$ cat config.mk
export PLATFORM = sky130hd
export DESIGN_NAME = sd_sector_responder
export DESIGN_NICKNAME = d
export VERILOG_FILES = /design/src/rtl/sd_sector_responder.sv
export SDC_FILE = /design/constraint.sdc
export NUM_CORES = 1
export LEC_CHECK = 0
export ABC_AREA = 1
export BUFFER_PORTS_ARGS = -buffer_cell sky130_fd_sc_hd__buf_2
export CORE_AREA = 2 2 101 103
export DETAILED_ROUTE_END_ITERATION = 12
export DIE_AREA = 0 0 103 105
export PLACE_DENSITY = 0.88
export SLEW_MARGIN = 10
export SYNTH_ARGS = -nofsm -noshare
export SYNTH_HDL_FRONTEND = slang
export SYNTH_SLANG_ARGS = --single-unit
$ cat constraint.sdc
create_clock -name clk_sys -period 7.2 [get_ports clk_sys]
set_clock_uncertainty 0.15 [all_clocks]
set_input_delay 0 -clock clk_sys [delete_from_list [all_inputs] [get_ports clk_sys]]
set_output_delay 0 -clock clk_sys [all_outputs]
set_load 0.1 [all_outputs]
$ cat src/rtl/sd_sector_responder.sv
// Moves one 512-byte sector per sd_rd/sd_wr request between the host stream channels and the buffer RAM.
// Defining SD_RESP_TIMEOUT_EN adds a per-request watchdog that aborts a stalled request and sets err.
module sd_sector_responder #(
    parameter logic [23:0] TIMEOUT_CYCLES = 24'd2000000
) (
    input  logic        clk_sys,
    input  logic        reset,
    input  logic [31:0] sd_lba,
    input  logic        sd_rd,
    input  logic        sd_wr,
    output logic        sd_ack,
    output logic [7:0]  sd_buff_addr,
    output logic [15:0] sd_buff_dout,
    output logic        sd_buff_wr,
    input  logic [15:0] sd_buff_din,
    output logic        host_cmd_valid,
    input  logic        host_cmd_ready,
    output logic        host_cmd_write,
    output logic [31:0] host_cmd_lba,
    input  logic [15:0] host_rdata,
    input  logic        host_rdata_valid,
    output logic        host_rdata_ready,
    output logic [15:0] host_wdata,
    output logic        host_wdata_valid,
    input  logic        host_wdata_ready,
    output logic        busy,
    output logic        err
);
    typedef enum logic [2:0] {IDLE, REQ, RD_XFER, RD_LAST, WR_XFER, DONE} state_t;
    state_t r_state, w_next;

    logic [8:0]  r_cnt;
    logic [8:0]  r_fetch_cnt;
    logic [7:0]  r_buff_addr;
    logic [15:0] r_buff_dout;
    logic        r_buff_wr;
    logic [31:0] r_cmd_lba;
    logic        r_cmd_write;
    logic [15:0] r_fifo [2];
    logic        r_wptr;
    logic        r_rptr;
    logic        r_inflight;
    logic [1:0]  r_occ;

    logic        w_accept;
    logic        w_cmd_valid;
    logic        w_rdata_ready;
    logic        w_wdata_valid;
    logic        w_cmd_hs;
    logic        w_rd_hs;
    logic        w_wr_hs;
    logic        w_fetch;
    logic        w_timeout;
    logic [2:0]  w_level;

    assign w_accept      = (r_state == IDLE) && (sd_rd || sd_wr);
    assign w_cmd_valid   = (r_state == REQ) && !w_timeout;
    assign w_rdata_ready = (r_state == RD_XFER) && !w_timeout;
    assign w_wdata_valid = (r_state == WR_XFER) && (r_occ != 2'd0) && !w_timeout;
    assign w_cmd_hs      = w_cmd_valid && host_cmd_ready;
    assign w_rd_hs       = w_rdata_ready && host_rdata_valid;
    assign w_wr_hs       = w_wdata_valid && host_wdata_ready;

    // Count the word leaving this cycle as already gone so the prefetch keeps pace at one word per cycle.
    assign w_level = {1'b0, r_occ} + {2'b0, r_inflight} - {2'b0, w_wr_hs};
    assign w_fetch = (r_state == WR_XFER) && !w_timeout && !r_fetch_cnt[8] && (w_level < 3'd2);

`ifdef SD_RESP_TIMEOUT_EN
    logic [23:0] r_to_cnt;
    logic        r_err;
    logic        w_to_active;

    assign w_to_active = (r_state == REQ) || (r_state == RD_XFER) || (r_state == WR_XFER);
    assign w_timeout   = w_to_active && (r_to_cnt == 24'd0);

    always_ff @(posedge clk_sys or posedge reset) begin
        if (reset) begin
            r_to_cnt <= 24'd0;
            r_err    <= 1'b0;
        end else begin
            if (!w_to_active || w_cmd_hs || w_rd_hs || w_wr_hs)
                r_to_cnt <= TIMEOUT_CYCLES - 24'd1;
            else if (r_to_cnt != 24'd0)
                r_to_cnt <= r_to_cnt - 24'd1;
            if (w_accept)
                r_err <= 1'b0;
            else if (w_timeout)
                r_err <= 1'b1;
        end
    end

    assign err = r_err;
`else
    logic w_unused_timeout;
    assign w_unused_timeout = ^TIMEOUT_CYCLES;
    assign w_timeout        = 1'b0;
    assign err              = 1'b0;
`endif

    always_ff @(posedge clk_sys or posedge reset) begin
        if (reset)
            r_state <= IDLE;
        else
            r_state <= w_next;
    end

    always_comb begin
        w_next = r_state;
        case (r_state)
            IDLE:    if (sd_rd || sd_wr) w_next = REQ;
            REQ: begin
                if (w_timeout)
                    w_next = DONE;
                else if (w_cmd_hs)
                    w_next = r_cmd_write ? WR_XFER : RD_XFER;
            end
            RD_XFER: begin
                if (w_timeout)
                    w_next = DONE;
                else if (w_rd_hs && (r_cnt == 9'd255))
                    w_next = RD_LAST;
            end
            RD_LAST: w_next = DONE;
            WR_XFER: begin
                if (w_timeout)
                    w_next = DONE;
                else if (w_wr_hs && (r_cnt == 9'd255))
                    w_next = DONE;
            end
            DONE:    w_next = IDLE;
            default: w_next = IDLE;
        endcase
    end

    always_ff @(posedge clk_sys or posedge reset) begin
        if (reset) begin
            r_cnt       <= 9'd0;
            r_fetch_cnt <= 9'd0;
            r_buff_addr <= 8'd0;
            r_buff_dout <= 16'd0;
            r_buff_wr   <= 1'b0;
            r_cmd_lba   <= 32'd0;
            r_cmd_write <= 1'b0;
            r_fifo[0]   <= 16'd0;
            r_fifo[1]   <= 16'd0;
            r_wptr      <= 1'b0;
            r_rptr      <= 1'b0;
            r_inflight  <= 1'b0;
            r_occ       <= 2'd0;
        end else begin
            r_buff_wr <= 1'b0;
            if (w_accept) begin
                r_cmd_lba   <= sd_lba;
                r_cmd_write <= ~sd_rd;
            end

            if (r_state == IDLE)
                r_cnt <= 9'd0;
            else if (w_rd_hs || w_wr_hs)
                r_cnt <= r_cnt + 9'd1;

            if (w_rd_hs) begin
                r_buff_wr   <= 1'b1;
                r_buff_addr <= r_cnt[7:0];
                r_buff_dout <= host_rdata;
            end else if (r_state != RD_XFER) begin
                r_buff_addr <= 8'd0;
            end

            if (r_state == WR_XFER) begin
                r_inflight <= w_fetch;
                if (w_fetch)
                    r_fetch_cnt <= r_fetch_cnt + 9'd1;
                if (r_inflight) begin
                    r_fifo[r_wptr] <= sd_buff_din;
                    r_wptr         <= ~r_wptr;
                end
                if (w_wr_hs)
                    r_rptr <= ~r_rptr;
                r_occ <= r_occ + {1'b0, r_inflight} - {1'b0, w_wr_hs};
            end else begin
                r_inflight  <= 1'b0;
                r_fetch_cnt <= 9'd0;
                r_wptr      <= 1'b0;
                r_rptr      <= 1'b0;
                r_occ       <= 2'd0;
            end
        end
    end

    assign sd_ack           = (r_state == RD_XFER) || (r_state == RD_LAST) || (r_state == WR_XFER);
    assign sd_buff_addr     = (r_state == WR_XFER) ? r_fetch_cnt[7:0] : r_buff_addr;
    assign sd_buff_dout     = r_buff_dout;
    assign sd_buff_wr       = r_buff_wr;
    assign host_cmd_valid   = w_cmd_valid;
    assign host_cmd_write   = r_cmd_write;
    assign host_cmd_lba     = r_cmd_lba;
    assign host_rdata_ready = w_rdata_ready;
    assign host_wdata       = r_fifo[r_rptr];
    assign host_wdata_valid = w_wdata_valid;
    assign busy             = (r_state != IDLE);
endmodule

==> run_results.csv, run 1 <==
group,metric,value,unit
run_status,status,"finished clean",
clock_network,worstSkewPairLatency,530,ps
die,core.rowCount,36,
detailed_routing,drtAntennaViolNets,0,
logic_synthesis,synth_top_family_by_area,"simple AND/OR/NAND/NOR gates",
detailed_routing,routed-via-count,5068,
timing,finalCriticalPeriod,3120,ps
clock_network,cts-buffers-inserted,17,
timing,unrepaired_setup_endpoints_after_global_routing,"no",
timing,timing.setup.tns,0,ps
global_route,grt_first_pass_wirelength,25000,µm
detailed_routing,wl_per_cell,15.6,µm
placement,place.gp.congestion,0.829,
logic_synthesis,syn_nets,687,
logic_synthesis,synth_area_leader_cell,"dfrtp_1",
layout,stdcell_count,991,
die,fp.coreArea,9640,µm²
detailed_routing,routed.top_layer,"met4",
clock_network,ctsHtreeMaxLevel,4,
die,floorplan.die.height,105,µm
global_route,grt.overflow.total,0,
global_route,antenna_found_initial,2,
timing,timing.final.crit_share,43.4,%
logic_synthesis,synth-adder-area-share,1.55,%
layout,filler_instances,563,
logic_synthesis,synth_register_bits,116,
clock_network,clock-root-buffer,"clkbuf_8",
detailed_routing,tritonroute_pass_1_iters,5,
run,max_cap_viol_count,0,
logic_synthesis,synth-seq-area-share,54.4,%
timing,tightestPinTransition,1040,ps
placement,count_of_input_and_output_buffers,149,
logic_synthesis,portion_of_synthesized_cell_area_occupied_by_the_leading_cell_type,54.4,%
die,die-area,10800,µm²
die,die_w,103,µm
clock_network,cts.repair.resized,0,
logic_synthesis,combined_area_of_all_synthesized_cells,5340,µm²
detailed_routing,met2_wirelength,8100,µm
clock_network,cts_tree,"yes",
timing,slew_violations,0,
layout,nets,920,
global_route,track_usage,29.8,%
detailed_routing,drt-met1-wl,5900,µm
timing,hold_violations,0,
die,boundaryPins,151,
clock_network,post-cts-setup-buffers,0,
logic_synthesis,synthesis.yosys.warnings,0,
detailed_routing,route.met3.wl,835,µm
clock_network,cts.path.max_buffers,2,
logic_synthesis,ys_top_cells_by_area,"dfrtp_1 54%, nand2_1 12%, inv_1 6.1%",
worst_setup_path,critPathMaxFanout,8,
layout,regArea,2900,µm²
layout,final_layout_size_suffix_gt1_share,26.5,%
logic_synthesis,synth_compound_area_share,10.1,%
detailed_routing,post-route-drc-count,0,
global_route,grt_pass1_vias,5322,
logic_synthesis,post_synth_mux_area_share,3.38,%
worst_setup_path,critical_path_class,"flip-flop to flip-flop",
layout,multiInputGateArea,1940,µm²
detailed_routing,initialDrtViolationCount,351,
logic_synthesis,syn_area_per_cell,8.75,µm²
worst_hold_path,hold_path.class,"primary input to flip-flop",
logic_synthesis,synthXorXnorAreaFrac,0.492,%
placement,dpl.cell_count,868,
worst_setup_path,worstSetupStartpointType,"flip-flop",
die,floorplan.initialDensity,55.3,%
placement,detailed_place_hpwl,8320,µm
worst_setup_path,critical_path_required,7480,ps
global_route,grt_start_max_net_pins,73,
clock_network,number_of_sinks_on_the_clock_net,116,
worst_setup_path,crit_path_end_kind,"flip-flop",
logic_synthesis,post_synth_inst_count,610,
clock_network,clkTransAtPathRegs,60,ps
detailed_routing,vias_per_cell,5.11,
detailed_routing,drt-total-wl,15500,µm
timing,maxClockFrequency,0.320,GHz
layout,area_growth,42.8,%
worst_setup_path,worstPathArrival,3410,ps
timing,timing.final.setup_violations,0,
logic_synthesis,yosysUniqueCellTypes,38,
timing,timing.slew.headroom,30.6,%
logic_synthesis,simple_gate_portion_of_the_synthesized_area,20.8,%
clock_network,holdBufCountCts,89,
[metrics by stage]
step / setup WS [ps] / hold slack (ps) / instance area, µm² / util [%]
CTS: 4210 / 61.4 / 7620 / 79.0
global route: 3940 / 94.9 / 7620 / 79.1
detailed placement: 4230 / -57.3 / 6100 / 63.3
global placement: 4370 / -64.5 / 6100 / 63.3
finish: 4080 / 92.1 / 7620 / 79.1
floorplan: 3980 / -40.4 / 5340 / -
[sequential cells by signal, indices dropped and copies added, names as in the netlist, 2 cells and up]
register and flops:
sd_buff_dout 16, r_state 3, host_cmd_lba 32, r_fetch_cnt 9, r_cnt 9, r_occ 2
r_buff_addr 8, r_fifo 32
[per-layer routing]
layer / GRT usage, % / vias to the layer above
li1: - / 2389
met2: 51.9 / 215
met1: 33.3 / 2404
met3: 7.29 / 60
met4: 15.0 / 0
met5: 0 / -
[worst max-delay path: stages, from the launching register on]
cell and delay (ps):
dfrtp_1 460, nor2_4 240, nand3_2 170, nor2_4 180
ha_1 260, inv_1 60, ha_1 170, fa_1 460
nor2_1 150, nand3_2 200, nor2_2 240, inv_1 100
a21oi_1 190
[Yosys cell counts (all sizes together)]
cell type  number
fa              1
nor2           24
o22ai           1
ha              5
nor3            3
clkinv          1
o31ai           1
conb            1
dfrtp         116
mux2           16
o21ai          95
clkbuf          4
xnor2           1
and3            1
xor2            2
nand3          31
inv            89
o21a            1
nand3b          1
or2             1
buf            21
nand4           6
nand2         184
a21oi           4
[worst paths after layout]
| path | from | end | depth (start not counted) | slack, ps |
|---|---|---|---|---|
| setup / recovery | r_state[0] | r_fetch_cnt[0] | 12 | 4080 |
| hold / removal | sd_rd | host_cmd_write | 3 | 90 |
| setup reg to reg | r_state[0] | r_fetch_cnt[0] | 12 | 4080 |
| hold reg to reg | host_cmd_lba[11] | host_cmd_lba[11] | 2 | 330 |
| max in group asynchronous | reset | r_fetch_cnt[5] | 5 | 5040 |
| min in group asynchronous | reset | host_cmd_lba[11] | 4 | 570 |
[cell usage in the layout, fill, tap and decap left out, types with 2 or more instances in the layout]
cell / instances
nand2_1: 177
inv_6: 2
o21ai_2: 6
ha_1: 5
inv_1: 85
a21oi_1: 4
bufinv_16: 4
clkbuf_16: 16
nand3_1: 27
clkinv_2: 3
o21ai_0: 53
nand2_2: 5
clkinvlp_4: 2
diode_2: 2
dfrtp_1: 116
o21ai_1: 36
buf_2: 149
nor3_1: 3
mux2_2: 16
nand2_4: 2
clkinv_4: 5
nor2_1: 20
xor2_1: 2
nor2_4: 2
inv_2: 3
nand3_2: 4
nand4_1: 5
dlygate4sd3_1: 89
[cell type report]
cell class	instances	share of cell area [%]
Clock buffer	17	5.43
Antenna cell	2	0.0657
Multi-Input combinational cell	379	25.5
Inverter	90	4.48
Sequential cell	116	38.1
Timing Repair Buffer	239	21.6
Tap cell	133	2.18
Clock inverter	15	2.71
[cells by family after synthesis]
| group | Yosys count |
|---|---|
| flops | 116 |
| other cells | 1 |
| mux | 16 |
| buf+inv | 115 |
| simple gates | 251 |
| xor+xnor | 3 |
| fa+ha+maj | 6 |
| compound gates | 102 |
Power of run 1 is left out: the tool's default activity adds up to more than one toggle a clock period on the data nets, which glitch-free logic cannot reach.
==> run 2: changes to the inputs <==
--- a/config.mk
+++ b/config.mk
@@ -7,10 +7,10 @@
 export LEC_CHECK = 0
 export ABC_AREA = 1
 export BUFFER_PORTS_ARGS = -buffer_cell sky130_fd_sc_hd__buf_2
-export CORE_AREA = 2 2 101 103
+export CORE_AREA = 2 2 110 112
 export DETAILED_ROUTE_END_ITERATION = 12
-export DIE_AREA = 0 0 103 105
-export PLACE_DENSITY = 0.88
+export DIE_AREA = 0 0 112 114
+export PLACE_DENSITY = 0.79
 export SLEW_MARGIN = 10
 export SYNTH_ARGS = -nofsm -noshare
 export SYNTH_HDL_FRONTEND = slang
==> constraint.sdc (replaced) <==
create_clock -name clk_sys -period 2.6 [get_ports clk_sys]
set_clock_uncertainty 0.15 [all_clocks]
set_input_delay 0 -clock clk_sys [delete_from_list [all_inputs] [get_ports clk_sys]]
set_output_delay 0 -clock clk_sys [all_outputs]
set_load 0.1 [all_outputs]
==> run 2 against run 1 <==
  * Via count shrank 6.0%
  * Register-to-register slack got worse by 4100 ps
  * Global-route usage shrank 8.1 points
  * Hold slack worse by 47 ps
  * Count of clock-buffer cells in the layout up 8
  * Non-clock buffer count rose by 1
  * First-iteration DRC count fell by 14%
  * Setup slack worse by 4100 ps
==> run_results.csv, run 2 (same netlist as run 1, synthesis figures left out) <==
group,metric,value,unit
layout,layout_commonest_cell,"nand2_1",
detailed_routing,post-route-drc-count,0,
global_route,track_usage,21.8,%
global_route,grt_start_max_net_pins,54,
run,max_cap_viol_count,0,
timing,finalCriticalPeriod,2580,ps
layout,mostFrequentLayoutCells,"176 x nand2_1, 149 x buf_2, 115 x dfrtp_1",
layout,final_layout_size_suffix_gt1_share,30.0,%
clock_network,number_of_sinks_on_the_clock_net,116,
worst_hold_path,hold_path.class,"primary input to flip-flop",
die,die-area,12800,µm²
worst_hold_path,hold_path_depth,6,
layout,area_growth,43.6,%
run_status,status,"finished clean",
detailed_routing,drt-total-wl,13300,µm
detailed_routing,vias_per_cell,4.76,
worst_setup_path,crit_path_end_kind,"flip-flop",
worst_setup_path,r2r_slack,20,ps
worst_setup_path,critPathMaxFanout,6,
worst_setup_path,r2r-end,"r_fetch_cnt[6]",
die,boundaryPins,151,
worst_setup_path,critical_path_required,2750,ps
layout,insertedDiodeCount,0,
worst_setup_path,worstSetupStartpointType,"flip-flop",
global_route,grt_first_pass_wirelength,22300,µm
timing,slew_violations,0,
die,core.rowCount,40,
layout,stdcell_count,1001,
worst_setup_path,critical_path_class,"flip-flop to flip-flop",
worst_hold_path,hold_path.startpoint,"sd_wr",
die,floorplan.initialDensity,45.6,%
global_route,grt_pass1_vias,4771,
clock_network,cts.path.max_buffers,2,
die,floorplan.die.height,114,µm
detailed_routing,drtAntennaViolNets,0,
clock_network,worstSkewPairLatency,410,ps
placement,count_of_input_and_output_buffers,149,
placement,place.gp.congestion,0.840,
detailed_routing,wl_per_cell,13.3,µm
timing,tightestPinTransition,764,ps
detailed_routing,routed-via-count,4765,
die,die_w,112,µm
layout,nets,921,
worst_hold_path,hold-path-endpoint,"r_state[0]",
clock_network,clkTransAtPathRegs,50,ps
placement,dpl.cell_count,897,
clock_network,clock-root-buffer,"clkbuf_16",
worst_setup_path,worstPathArrival,2730,ps
detailed_routing,tritonroute_pass_1_iters,5,
worst_setup_path,rr_startpoint,"r_state[1]",
clock_network,cts-buffers-inserted,17,
die,fp.coreArea,11700,µm²
timing,maxClockFrequency,0.387,GHz
timing,timing.final.crit_share,99.4,%
timing,timing.slew.headroom,49.0,%
clock_network,cts_tree,"yes",
global_route,antenna_found_initial,0,
worst_setup_path,timing.reg2reg.worst_path_depth,13,
global_route,grt.overflow.total,0,
timing,unrepaired_setup_endpoints_after_global_routing,"yes",
placement,detailed_place_hpwl,8210,µm
detailed_routing,initialDrtViolationCount,302,
timing,timing.final.setup_violations,0,
timing,hold_violations,0,
clock_network,ctsHtreeMaxLevel,4,
==> run 2: cell count changes in the layout (fill, tap and decap cells not counted), sizes merged <==
cell	delta
buf	+21
bufinv	-1
clkbuf	+8
clkinv	-6
clkinvlp	-1
diode	-2
dlygate4sd3	-20
inv	-3
==> run 2: timing repair <==
action / CTS / global route
resized for setup: 3 / 15
setup buffers: 2 / 4
setup endpoints to repair: 4 / 7
hold buffers: 69 / 0
pin swaps: 3 / 7
hold endpoints to repair: 123 / 0
==> run 2: how the worst max path moves through the flow <==
stage | from | endpoint | depth (start not counted) | slack [ps]
after detailed placement | r_state[0] | r_fetch_cnt[4] | 13 | -20
after global placement | r_state[0] | r_fetch_cnt[4] | 13 | 100
after CTS | r_state[0] | r_fetch_cnt[4] | 13 | 10
final | r_state[1] | r_fetch_cnt[6] | 13 | 20
after global routing | r_state[1] | r_fetch_cnt[6] | 13 | -100
after floorplan | r_state[0] | sd_buff_addr[3] | 4 | -560
==> run 2: final cells by class <==
cell class / count / area (µm²)
Clock inverter: 4 / 95.1
Sequential cell: 116 / 2900
Multi-Input combinational cell: 379 / 1990
Timing Repair Buffer: 240 / 1630
Inverter: 90 / 348
Fill cell: 935 / 4050
Tap cell: 147 / 184
Clock buffer: 25 / 505
==> run 2: stage by stage <==
step	util [%]	setup WS, ps	TNS, ps	instance area [µm²]	hold slack [ps]
after floorplan	-	-561	-2640	5340	-40.4
after global placement	53.5	97.3	0	6260	-4.33
after detailed placement	53.5	-18.0	-18.0	6260	4.72
after CTS	64.7	10.0	0	7580	22.9
after global routing	65.4	-95.5	-427	7660	42.0
final	65.4	15.3	0	7660	45.2
==> run 2: per-layer routing <==
| metal | share of wire, % | track usage, % | vias to the layer above | wire (µm) |
|---|---|---|---|---|
| met5 | 0 | 0 | - | 0 |
| met4 | 2.6 | 9.19 | 0 | 350 |
| met2 | 50 | 36.1 | 138 | 6730 |
| met1 | 42 | 26.9 | 2216 | 5620 |
| met3 | 4.7 | 6.38 | 29 | 633 |
| li1 | - | - | 2382 | - |
==> run 2: critical path, stage by stage (launching register included) <==
cell and delay (ps):
dfrtp_2 420, nor2_4 120, nand3_2 100, nor2_4 150, ha_4 210, inv_4 50
ha_4 110, fa_1 440, nor2_2 150, nand3_2 130, nor2_4 220, nand3_2 110
nand2_1 70, nor2_1 40
Power of run 2 is left out for the same reason.
==> run 3: changes to the inputs <==
--- a/config.mk
+++ b/config.mk
@@ -5,12 +5,11 @@
 export SDC_FILE = /design/constraint.sdc
 export NUM_CORES = 1
 export LEC_CHECK = 0
-export ABC_AREA = 1
 export BUFFER_PORTS_ARGS = -buffer_cell sky130_fd_sc_hd__buf_2
-export CORE_AREA = 2 2 110 112
+export CORE_AREA = 2 2 107 109
 export DETAILED_ROUTE_END_ITERATION = 12
-export DIE_AREA = 0 0 112 114
-export PLACE_DENSITY = 0.79
+export DIE_AREA = 0 0 109 111
+export PLACE_DENSITY = 0.8
 export SLEW_MARGIN = 10
 export SYNTH_ARGS = -nofsm -noshare
 export SYNTH_HDL_FRONTEND = slang
==> run 3 against run 2 <==
  * The flow now finishes with violations (negative setup slack)
  * Core utilization increased by 2.9 points
  * First-iteration DRC count decreased by 54%
  * Critical path depth decreased by 2
  * Register-to-register slack got worse by 420 ps
  * Count of clock-buffer cells in the layout decreased by 5
  * Hold slack improved by 130 ps
==> run_results.csv, run 3 <==
group,metric,value,unit
logic_synthesis,syn_nets,473,
global_route,grt_start_max_net_pins,41,
logic_synthesis,yosysUniqueCellTypes,39,
timing,hold_ws,179,ps
layout,layout_commonest_cell,"buf_2",
global_route,track_usage,22.3,%
logic_synthesis,synthTopCellsByCount,"116 x dfrtp_1, 95 x mux2_2, 38 x nand2_1, 26 x nor2_1, 15 x mux2i_1",
timing,timing.setup.tns,-3730,ps
timing,maxClockFrequency,0.332,GHz
worst_setup_path,cp_num_buf_inv,2,
logic_synthesis,ys.flop_type,"dfrtp_1",
die,die_w,109,µm
logic_synthesis,synth_area_leader_cell,"dfrtp_1",
die,boundaryPins,151,
logic_synthesis,synthesis.yosys.warnings,0,
worst_setup_path,critPathMaxFanout,5,
worst_setup_path,crit_cells,11,
placement,count_of_input_and_output_buffers,149,
detailed_routing,vias_per_cell,4.98,
timing,tightestPinTransition,891,ps
run_status,status,"finished with violations",
timing,timing.final.crit_share,116,%
die,floorplan.die.height,111,µm
timing,finalWorstSetupSlack,-409,ps
layout,final_layout_size_suffix_gt1_share,49.1,%
worst_setup_path,critical_path_class,"flip-flop to flip-flop",
logic_synthesis,synth_register_bits,116,
logic_synthesis,post_synth_edffs,0,
global_route,grt_pass1_vias,4224,
detailed_routing,wl_per_cell,16.0,µm
logic_synthesis,portion_of_synthesized_cell_area_occupied_by_the_leading_cell_type,57.3,%
global_route,grt.overflow.total,0,
worst_setup_path,crit_chain,"or3b_4 > nor2_2 > ha_1 > inv_1 > ha_2 > fa_1 > or2_4 > or2_4 > buf_12 > xor2_4 > nor2_2",
placement,place.gp.congestion,0.771,
worst_setup_path,timing.reg2reg.worst_path_depth,11,
die,floorplan.initialDensity,45.7,%
worst_setup_path,worstSetupStartpointType,"flip-flop",
logic_synthesis,post_synth_inst_count,396,
detailed_routing,routed-via-count,3951,
detailed_routing,initialDrtViolationCount,140,
logic_synthesis,ys_top_cells_by_area,"dfrtp_1 57%, mux2_2 21%, mux2i_1 3.0%",
clock_network,clkTransAtPathRegs,50,ps
detailed_routing,post-route-drc-count,0,
worst_hold_path,hold_path.startpoint,"host_wdata_ready",
worst_setup_path,crit_path_end_kind,"flip-flop",
layout,area_growth,49.3,%
clock_network,ctsHtreeMaxLevel,4,
die,core.rowCount,39,
run_status,failed_checks,"negative setup slack",
worst_setup_path,critical_path_required,2730,ps
worst_hold_path,hold_path_depth,6,
logic_synthesis,combined_area_of_all_synthesized_cells,5060,µm²
logic_synthesis,postSynth.asyncResetShare,100,%
worst_setup_path,cp_slowest_cell,"fa_1",
clock_network,number_of_sinks_on_the_clock_net,116,
worst_setup_path,worstPathArrival,3140,ps
die,die-area,12100,µm²
clock_network,worstSkewPairLatency,410,ps
clock_network,cts-buffers-inserted,17,
timing,hold_violations,0,
layout,nets,716,
detailed_routing,drt-total-wl,12700,µm
worst_setup_path,slowest_delay,440,ps
die,fp.coreArea,11100,µm²
worst_setup_path,path_delay_family,"simple AND/OR/NAND/NOR gates",
global_route,antenna_found_initial,0,
logic_synthesis,synth-seq-area-share,57.3,%
placement,detailed_place_hpwl,7680,µm
logic_synthesis,post-synth-top-count-cell,"dfrtp_1",
worst_hold_path,hold_path.class,"primary input to flip-flop",
clock_network,cts.path.max_buffers,2,
worst_setup_path,worst_setup_path_startpoint,"r_state[1]",
layout,post-route-util,68.2,%
worst_setup_path,rr_startpoint,"r_state[1]",
timing,finalCriticalPeriod,3010,ps
clock_network,cts_tree,"yes",
detailed_routing,tritonroute_pass_1_iters,4,
global_route,grt_first_pass_wirelength,20900,µm
layout,mostFrequentLayoutCells,"149 x buf_2, 116 x dfrtp_1, 95 x mux2_2",
run,max_cap_viol_count,0,
timing,unrepaired_setup_endpoints_after_global_routing,"yes",
clock_network,clock-root-buffer,"clkbuf_16",
timing,timing.final.setup_violations,10,
logic_synthesis,syn_area_per_cell,12.8,µm²
timing,slew_violations,0,
timing,timing.slew.headroom,40.5,%
detailed_routing,drtAntennaViolNets,0,
layout,insertedDiodeCount,0,
run 3: cell count changes after synthesis, moves of 7 or more:
cell	previous run	this run
mux2_2	16	95
o21ai_0	53	2
inv_1	86	11
nand3_1	27	8
o21ai_1	36	1
buf_2	15	5
nand2_1	177	38
mux2i_1	0	15
xnor2_1	1	8
run 3: worst paths after layout:
check	to	slack [ps]
worst max-delay path	r_fetch_cnt[0]	-410
worst min-delay path	r_cnt[1]	180
worst max register to register	r_fetch_cnt[0]	-410
worst min register to register	r_fifo[23]	350
max in group asynchronous	r_fifo[30]	1420
min in group asynchronous	host_cmd_lba[2]	200
run 3: what timing repair did:
action	4_1_cts	5_1_grt
setup endpoints to repair	10	10
resized for setup	13	5
hold buffers	71	0
gates cloned	0	0
endpoints found under the hold margin	131	0
pin swaps	8	6
buffers inserted	7	4
run 3: area by class of cell:
class                           instances  area (µm²)
Tap cell                              143         179
Multi-Input combinational cell        248        2130
Clock buffer                           20         457
Fill cell                             747        3520
Sequential cell                       116        2900
Inverter                               11        45.0
Clock inverter                         10         156
Timing Repair Buffer                  245        1690
run 3: worst reg2reg max path, cell delays in order, from the launching register on:
cell,delay (ps)
dfrtp_1,380
or3b_4,420
nor2_2,90
ha_1,250
inv_1,80
ha_2,170
fa_1,440
or2_4,280
or2_4,280
buf_12,140
xor2_4,160
nor2_2,50
run 3: metrics by stage:
stage,worst slack (ps),cell area (µm²),cells
floorplan,-725,5130,396
global placement,-247,6050,682
detailed placement,-378,6050,682
CTS,-374,7500,790
global route,-471,7560,793
finish,-409,7560,793
run 3: cells by family (layout without fill, tap and decap cells):
group	Yosys count	count (layout)	synth area share [%]
DFF	116	116	57.3
muxes	111	111	24.3
and+or+nand+nor	101	101	9.44
buffers and inverters	32	286	3.16
AOI/OAI and AO/OA	19	19	2.35
xor gates and xnor gates	10	10	1.73
adders and majority gates	6	6	1.63
other	1	1	0.0740
run 3: per-layer routing:
metal | track usage, % | wire [µm]
met1 | 26.9 | 5230
met2 | 37.6 | 6470
met3 | 6.00 | 718
met4 | 8.97 | 233
met5 | 0 | 0
Power of run 3 is left out for the same reason.
